File: src/rtl/pinball_pkg.sv
// Shared game-state type and default geometry constants for the pinball controller slice.
package pinball_pkg;

    typedef enum logic [1:0] {
        PLAY      = 2'd0,
        PAUSED    = 2'd1,
        BALL_LOST = 2'd2,
        GAME_OVER = 2'd3
    } game_state_t;

    localparam int N_TARGETS      = 6;
    localparam int BOTTOM_IDX     = 1;
    localparam int LIVES_INIT     = 3;
    localparam int RESPAWN_FRAMES = 60;

    // Bit positions of the draw flags in draw_targets
    localparam int TGT_TOP     = 0;
    localparam int TGT_BOTTOM  = 1;
    localparam int TGT_LEFT    = 2;
    localparam int TGT_RIGHT   = 3;
    localparam int TGT_FLIPPER = 4;
    localparam int TGT_BUMPER  = 5;

endpackage

File: src/rtl/key_edge_detect.sv
// Rising-edge detector for a level key input; a held key yields a single one-cycle pulse.
module key_edge_detect (
    input  logic clk,
    input  logic reset,
    input  logic key,
    output logic rise
);

    logic key_q;

    always_ff @(posedge clk) begin
        if (reset) begin
            key_q <= 1'b0;
        end else begin
            key_q <= key;
        end
    end

    assign rise = key & ~key_q;

endmodule

File: src/rtl/collision_controller.sv
// Ball/target overlap accumulator with per-frame collision pulses, plus the play/pause/respawn/game-over
// state machine that owns lives and the saturating score.
module collision_controller
    import pinball_pkg::*;
#(
    parameter int                    N_TARGETS      = pinball_pkg::N_TARGETS,
    parameter int                    BOTTOM_IDX     = pinball_pkg::BOTTOM_IDX,
    parameter logic [N_TARGETS-1:0]  SCORE_MASK     = 6'b110000,
    parameter int                    SCORE_PER_HIT  = 10,
    parameter int                    SCORE_W        = 16,
    parameter int                    LIVES_INIT     = pinball_pkg::LIVES_INIT,
    parameter int                    RESPAWN_FRAMES = pinball_pkg::RESPAWN_FRAMES,
    localparam int                   LIVES_W        = $clog2(LIVES_INIT + 1)
) (
    input  logic                 clk,
    input  logic                 reset,
    input  logic                 startOfFrame,
    input  logic                 draw_ball,
    input  logic [N_TARGETS-1:0] draw_targets,
    input  logic                 pauseKey,
    input  logic                 restartKey,
    output logic [N_TARGETS-1:0] collision,
    output logic                 collisionAny,
    output logic                 pause,
    output logic                 gameOver,
    output logic [LIVES_W-1:0]   lives,
    output logic [SCORE_W-1:0]   score
);

    localparam int ACC_W = SCORE_W + 4;
    localparam int CNT_W = (RESPAWN_FRAMES > 1) ? $clog2(RESPAWN_FRAMES) : 1;

    logic pause_rise;
    logic restart_rise;

    key_edge_detect u_pause_edge (
        .clk   (clk),
        .reset (reset),
        .key   (pauseKey),
        .rise  (pause_rise)
    );

    key_edge_detect u_restart_edge (
        .clk   (clk),
        .reset (reset),
        .key   (restartKey),
        .rise  (restart_rise)
    );

    logic [N_TARGETS-1:0] overlap;

    for (genvar gi = 0; gi < N_TARGETS; gi++) begin : g_overlap
        assign overlap[gi] = draw_ball & draw_targets[gi];
    end

    game_state_t          state_reg;
    logic [N_TARGETS-1:0] hit_acc_reg;
    logic [N_TARGETS-1:0] collision_reg;
    logic                 collision_any_reg;
    logic [LIVES_W-1:0]   lives_reg;
    logic [SCORE_W-1:0]   score_reg;
    logic [CNT_W-1:0]     respawn_cnt_reg;

    logic [ACC_W-1:0]     score_gain;
    logic [ACC_W-1:0]     score_sum;
    logic [SCORE_W-1:0]   score_next;

    // Each scoring target counts once per frame, however many pixels overlapped
    always_comb begin
        score_gain = '0;
        for (int i = 0; i < N_TARGETS; i++) begin
            if (hit_acc_reg[i] && SCORE_MASK[i]) begin
                score_gain = score_gain + ACC_W'(SCORE_PER_HIT);
            end
        end
        score_sum  = ACC_W'(score_reg) + score_gain;
        score_next = (|score_sum[ACC_W-1:SCORE_W]) ? {SCORE_W{1'b1}} : score_sum[SCORE_W-1:0];
    end

    always_ff @(posedge clk) begin
        if (reset) begin
            state_reg         <= PLAY;
            hit_acc_reg       <= '0;
            collision_reg     <= '0;
            collision_any_reg <= 1'b0;
            lives_reg         <= LIVES_W'(LIVES_INIT);
            score_reg         <= '0;
            respawn_cnt_reg   <= '0;
        end else begin
            collision_reg     <= '0;
            collision_any_reg <= 1'b0;
            case (state_reg)
                PLAY: begin
                    if (startOfFrame) begin
                        collision_reg     <= hit_acc_reg;
                        collision_any_reg <= |hit_acc_reg;
                        score_reg         <= score_next;
                        // Ball loss wins over a pause edge landing on the same boundary
                        if (hit_acc_reg[BOTTOM_IDX]) begin
                            lives_reg       <= lives_reg - LIVES_W'(1);
                            hit_acc_reg     <= '0;
                            respawn_cnt_reg <= '0;
                            state_reg       <= (lives_reg == LIVES_W'(1)) ? GAME_OVER : BALL_LOST;
                        end else begin
                            hit_acc_reg <= overlap;
                            if (pause_rise) begin
                                state_reg <= PAUSED;
                            end
                        end
                    end else begin
                        hit_acc_reg <= hit_acc_reg | overlap;
                        if (pause_rise) begin
                            state_reg <= PAUSED;
                        end
                    end
                end
                PAUSED: begin
                    if (pause_rise) begin
                        state_reg <= PLAY;
                    end
                end
                BALL_LOST: begin
                    if (startOfFrame) begin
                        if (respawn_cnt_reg == CNT_W'(RESPAWN_FRAMES - 1)) begin
                            state_reg       <= PLAY;
                            respawn_cnt_reg <= '0;
                        end else begin
                            respawn_cnt_reg <= respawn_cnt_reg + CNT_W'(1);
                        end
                    end
                end
                GAME_OVER: begin
                    if (restart_rise) begin
                        state_reg   <= PLAY;
                        lives_reg   <= LIVES_W'(LIVES_INIT);
                        score_reg   <= '0;
                        hit_acc_reg <= '0;
                    end
                end
                default: state_reg <= PLAY;
            endcase
        end
    end

    assign collision    = collision_reg;
    assign collisionAny = collision_any_reg;
    assign pause        = (state_reg != PLAY);
    assign gameOver     = (state_reg == GAME_OVER);
    assign lives        = lives_reg;
    assign score        = score_reg;

endmodule

File: config.mk
export PLATFORM = sky130hd
export DESIGN_NAME = collision_controller
export DESIGN_NICKNAME = d
export VERILOG_FILES = /design/src/rtl/pinball_pkg.sv /design/src/rtl/key_edge_detect.sv /design/src/rtl/collision_controller.sv
export SDC_FILE = /design/constraint.sdc
export NUM_CORES = 1
export LEC_CHECK = 0
export BUFFER_PORTS_ARGS = -buffer_cell sky130_fd_sc_hd__buf_2
export CAP_MARGIN = 25
export CORE_ASPECT_RATIO = 1.4
export CORE_MARGIN = 3
export CORE_UTILIZATION = 30
export CTS_CLUSTER_DIAMETER = 80
export DETAILED_ROUTE_END_ITERATION = 16
export HOLD_SLACK_MARGIN = 0.08
export PLACE_DENSITY_LB_ADDON = 0.1
export SLEW_MARGIN = 5
export SYNTH_ARGS = -nofsm -noshare
export SYNTH_HDL_FRONTEND = slang
export SYNTH_SLANG_ARGS = --single-unit
File: constraint.sdc
create_clock -name clk -period 2.5 [get_ports clk]
set_input_delay 0.375 -clock clk [delete_from_list [all_inputs] [get_ports clk]]
set_output_delay 0.375 -clock clk [all_outputs]
set_load 0.01 [all_outputs]
======== Word level (Yosys, flattened, before mapping) ========
Cells that the tools add are included.
Widths: inputs -> output; s select.
word-level totals
  bits in registers ....................... 41
  input bits .............................. 12
  output and inout port bits .............. 27
  logic and storage cells ................. 77
operators by class
  add/sub/neg operators ................... 4
  equal/unequal tests ..................... 11
  multiplexer cells ....................... 28
  bitwise operators ....................... 13
  reduce and logical (&&, ||, !) cells .... 12
operator list
  cell                 count
  $mux 16              3
  $mux 6               7
  $pmux 16 s2          1
  $pmux 6 s2           2
  $add 16x20->20       1
  $mux 2               10
  $mux 20              1
  $reduce_and 4->1     3
  $ne 2x2->1 const B   5
  $and 1x1->1          8
  $pmux 2 s4           1
  $add 6x1->6 const B  1
  $eq 6x6->1 const B   1
  $or 6x6->6           1
  $reduce_bool 2->1    3
  $reduce_or 6->1      1
  $add 4x4->5 const B  1
  $eq 2x1->1 const B   2
  $eq 2x2->1 const B   2
  $mux 4               1
  $not 1->1            4
  $pmux 2 s2           1
  $reduce_or 4->1      1
  $reduce_and 3->1     1
  6 further kinds      6

======== Logic depth before layout (Yosys ltp) ========
  depth after elaboration ................. 8
  gate-level depth with buffers ........... 9
  mapped depth without buffers ............ 9

======== Modules after synthesis ========
From an unflattened synthesis, not the netlist that was laid out.
second synthesis, totals
  cells, all modules ...................... 238
  area, all modules ....................... 2090.8 um^2
modules (own cells, without submodules)
  module                instances  cells each  area each (um^2)  sequential area each (um^2)
  collision_controller  1          232         1995.7            780.7
  key_edge_detect       2          3           47.5              20.0

======== Worst setup path after synthesis ========
Ideal clock, no wire load.
  path type ............................... register -> register
  start ................................... register hit_acc_reg[4]
  end ..................................... register score_reg[15], in the netlist score[15]
  setup time .............................. 0.093 ns
  data arrival time ....................... 2.257 ns
  data required time ...................... 2.407 ns
  path slack .............................. 0.150 ns
  cell stages (with the launch flop) ...... 10
  path buffers ............................ 0
  clock period less this slack ............ 2.350 ns
  path through ............................ dfxtp_1 -> inv_1 -> ha_1 -> ha_1 -> ha_1 -> a21oi_4 -> a2111oi_4 -> nor2_2 -> or3_4 -> o311ai_2
on the way
  word-level cells in the longest chain between the ends .. 8
RTL lines
  what                    RTL line                     text
  from (decl)             collision_controller.sv:57   logic [N_TARGETS-1:0] hit_acc_reg;
  from (signal assigned)  collision_controller.sv:105  hit_acc_reg <= overlap;
  from (signal assigned)  collision_controller.sv:111  hit_acc_reg <= hit_acc_reg | overlap;
  $mux 4 (*)              collision_controller.sv:72   if (hit_acc_reg[i] && SCORE_MASK[i]) begin
  $add 4x4->5             collision_controller.sv:73   score_gain = score_gain + ACC_W'(SCORE_PER_HIT);
  $mux 20 (*)             collision_controller.sv:72
  $add 16x20->20 (*)      collision_controller.sv:76   score_sum = ACC_W'(score_reg) + score_gain;
  $reduce_or 4->1         collision_controller.sv:77   score_next = (|score_sum[ACC_W-1:SCORE_W]) ? {SCORE_W{1'b1}} : score_sum[SCORE_W-1:0];
  $mux 16 (*)             collision_controller.sv:77
  $mux 16 (*)             collision_controller.sv:94   if (startOfFrame) begin
  $pmux 16 s2 (*)         collision_controller.sv:92   case (state_reg)
  to (signal assigned)    collision_controller.sv:97   score_reg <= score_next;
  to (decl)               collision_controller.sv:61   logic [SCORE_W-1:0] score_reg;
Mark *: on every way between the ends. The rest lies on a longest branch, timed or not. The select of a mux whose other input is x is not followed.
A chain may end at the register's enable or synchronous reset.

======== Worst setup path after layout ========
Same ends and word-level chain as after synthesis.

==> impl_metrics.py <==
metrics = {
    "status": {
        "outcome": "completed",
    },
    "setup_path": {
        "critPathRequiredTime_ns": 2.70,
        "reg2regPathDepth": 9,
        "cp-end-kind": "flop",
        "worstSetupStartpointType": "flop",
        "reg2reg_to": "score[15]$_SDFFE_PP0P_",
        "worstPathMaxFanout": 4,
        "timing_worst_setup_path_type": "reg2reg",
        "r2r-start": "hit_acc_reg[4]$_SDFFE_PP0P_",
        "r2r_slack_ns": 0.18,
        "critical_path_arrival_ns": 2.52,
    },
    "logic_synthesis": {
        "syn-num-nets": 274,
        "ys.flop_type": "dfxtp_1",
        "ys_warn_count": 0,
        "synth_seq_cells": 41,
        "yosysTopAreaCellShare": 0.372,
        "yosysMostFrequentCell": "dfxtp_1",
        "yosysSeqAreaShare": 0.372,
        "synthTopCellsByArea": "dfxtp_1 37%, ha_1 5.1%, nand2_1 3.7%",
        "synth-edff-count": 0,
        "synth_cells": 253,
        "synthArstFlopShare": 0,
        "syn_area_mm2": 0.00221,
        "synth_top_cell_by_area": "dfxtp_1",
        "synth.distinct_cells": 56,
        "yosys-top-cells-count": "41 x dfxtp_1, 22 x nand2_1, 18 x nor2_1",
        "syn_area_per_cell_um2": 8.72,
    },
    "placed_design": {
        "io_buffers": 38,
        "dp_slack_ns": 0.0482,
        "gp_congestion": 0.805,
        "placedCellCount": 386,
        "dp_hpwl_mm": 4.36,
    },
    "floorplan": {
        "dieHeight_um": 107,
        "die_w_um": 78.5,
        "dieArea_mm2": 0.00844,
        "core_area_mm2": 0.00707,
        "initial_core_util": 0.312,
        "num_rows": 36,
        "pin_count": 39,
    },
    "timing": {
        "slew_headroom": 0.586,
        "tns_ns": 0,
        "setup_slack_ns": 0.178,
        "worstMarginPinSlew_ns": 0.616,
        "fin_crit_sh": 0.929,
        "fmaxAchievable_mhz": 431,
        "grt_setup_unrepaired": "no",
        "timing.final.crit_period_ns": 2.32,
        "finalHoldViolations": 0,
        "finalSetupViolations": 0,
        "maxSlewViolCount": 0,
        "skew_ns": 0.00898,
    },
    "finish": {
        "diodes": 0,
        "layoutNonFillerInstCount": 394,
        "drive_gt1_frac": 0.261,
        "areaGrowthSynthToFinish_pct": 22.7,
        "utilization": 0.383,
        "final_nets": 319,
        "largest_reg_flops": 16,
    },
    "power_and_ir_drop": {
        "swShare": 0.334,
        "intPower_mw": 1.12,
        "ir_drop_mv": 0.313,
        "pwr-share-comb": 0.266,
        "p_leak_nw": 1.13,
        "p_switching_mw": 0.561,
        "seqPwrFrac": 0.460,
        "total_power_mw": 1.68,
        "clkPwrFrac": 0.274,
        "powerDensity_mw_per_mm2": 621,
    },
    "run": {
        "maxCapViolations": 0,
    },
    "cts": {
        "cts_tree": "done",
        "clkLatencyLatePin_ns": 0.30,
        "root_buffer": "clkbuf_8",
        "clk_path_buf_depth": 2,
        "numCtsBuffers": 5,
        "cts_setup_buffers": 0,
        "clkTransAtPathRegs_ns": 0.09,
        "cts_htree_levels": 2,
        "cts_sinks": 41,
    },
    "grt": {
        "grt_start_max_net_pins": 22,
        "antenna_found_initial": 0,
        "grt_pass1_wl_mm": 9.82,
        "grt_pass1_vias": 1987,
        "track_usage": 0.150,
        "overflow": 0,
    },
    "hold_path": {
        "holdCritPathClass": "in2reg",
        "hold_depth": 2,
        "hp-start": "draw_targets[0]",
        "hold_end": "hit_acc_reg[0]$_SDFFE_PP0P_",
    },
    "detailed_routing": {
        "drcViolationCount": 0,
        "wl_per_cell_um": 14.8,
        "wl_mm": 5.85,
        "drtAntennaViolNets": 0,
        "vias": 1998,
        "drt_first_pass_iters": 4,
        "first_iter_violations": 67,
        "viasPerCell": 5.07,
    },
}
[layout make-up]
cell class                 instances  area, um^2
fill                             754        4360
multi-input combinational        189        1340
sequential                        41         823
timing repair buffer              51         288
tap                               95         119
clock buffer                       6        82.6
inverter                          10        37.5
clock inverter                     2        13.8
[through the flow]
| step | hold WS [ns] | area (um^2) |
|---|---|---|
| after floorplan | 0.454 | 2210 |
| after global placement | 0.470 | 2550 |
| after detailed placement | 0.462 | 2550 |
| after CTS | 0.284 | 2670 |
| after global routing | 0.300 | 2710 |
| final | 0.296 | 2710 |
[power by group through the flow]
stage | combinational (mW) | sequential (mW) | clock [mW]
after floorplan | 0.301 | 0.762 | 0
after global placement | 0.422 | 0.784 | 0
after detailed placement | 0.419 | 0.786 | 0
after CTS | 0.435 | 0.772 | 0.490
after global routing | 0.504 | 0.784 | 0.509
final | 0.447 | 0.773 | 0.461
[metal layers]
metal	vias to the layer above	track usage	wire, um
met5	-	0	0
met4	0	0.0525	86
met3	7	0.0310	187
met2	26	0.270	3110
met1	959	0.174	2470
li1	1006	-	-
[worst max path at each step]
| stage | slack, ns | endpoint | start | cells past startpoint |
|---|---|---|---|---|
| 2_1_floorplan | 0.15 | score[15]$_SDFFE_PP0P_ | hit_acc_reg[4]$_SDFFE_PP0P_ | 9 |
| 3_3_place_gp | 0.1 | score[15]$_SDFFE_PP0P_ | hit_acc_reg[4]$_SDFFE_PP0P_ | 8 |
| 3_5_place_dp | 0.05 | score[15]$_SDFFE_PP0P_ | hit_acc_reg[4]$_SDFFE_PP0P_ | 8 |
| 4_1_cts | 0.007 | score[15]$_SDFFE_PP0P_ | hit_acc_reg[4]$_SDFFE_PP0P_ | 9 |
| 5_1_grt | 0.009 | score[15]$_SDFFE_PP0P_ | hit_acc_reg[4]$_SDFFE_PP0P_ | 9 |
| 6_report | 0.18 | score[15]$_SDFFE_PP0P_ | hit_acc_reg[4]$_SDFFE_PP0P_ | 9 |
[logic make-up after synthesis]
| logic type | after synthesis | share of synthesized area |
|---|---|---|
| flops | 41 | 0.372 |
| fa+ha+maj | 9 | 0.0510 |
| compound gates | 66 | 0.228 |
| mux | 5 | 0.0232 |
| simple gates | 102 | 0.247 |
| xor+xnor | 7 | 0.0278 |
| buf+inv | 23 | 0.0510 |
[layout by cell type, fill, tap and decap left out, types with 3 or more instances in the layout]
| cell | n |
|---|---|
| a211oi_1 | 3 |
| a21oi_1 | 13 |
| a22o_1 | 5 |
| and2_1 | 11 |
| and3_1 | 3 |
| buf_2 | 38 |
| buf_4 | 13 |
| clkbuf_8 | 6 |
| dfxtp_1 | 39 |
| ha_1 | 4 |
| ha_4 | 3 |
| inv_1 | 10 |
| mux2i_1 | 4 |
| nand2_1 | 22 |
| nand2b_1 | 4 |
| nand3_1 | 9 |
| nand3b_1 | 4 |
| nand4_1 | 3 |
| nor2_1 | 18 |
| nor2b_1 | 4 |
| nor3_1 | 6 |
| nor3b_1 | 3 |
| nor4_1 | 4 |
| o211ai_1 | 6 |
| o21a_1 | 3 |
| o21ai_0 | 11 |
| or3_1 | 3 |
| xnor2_1 | 3 |
| xor2_1 | 3 |
[worst max-delay path, stage by stage, from the launching register on]
cell	delay [ns]
dfxtp_2	0.36
inv_1	0.08
ha_4	0.30
ha_2	0.20
ha_4	0.15
a21oi_4	0.04
a2111oi_4	0.45
nor2_2	0.09
or3_4	0.34
o311ai_2	0.21
[what timing repair did]
action | in CTS | in global routing
hold endpoints to repair | 0 | 0
gates resized for setup | 3 | 9
endpoints found under the setup margin | 1 | 10
hold buffers | 0 | 0
pin swaps | 2 | 3
Power figures use the tool's default switching activity.
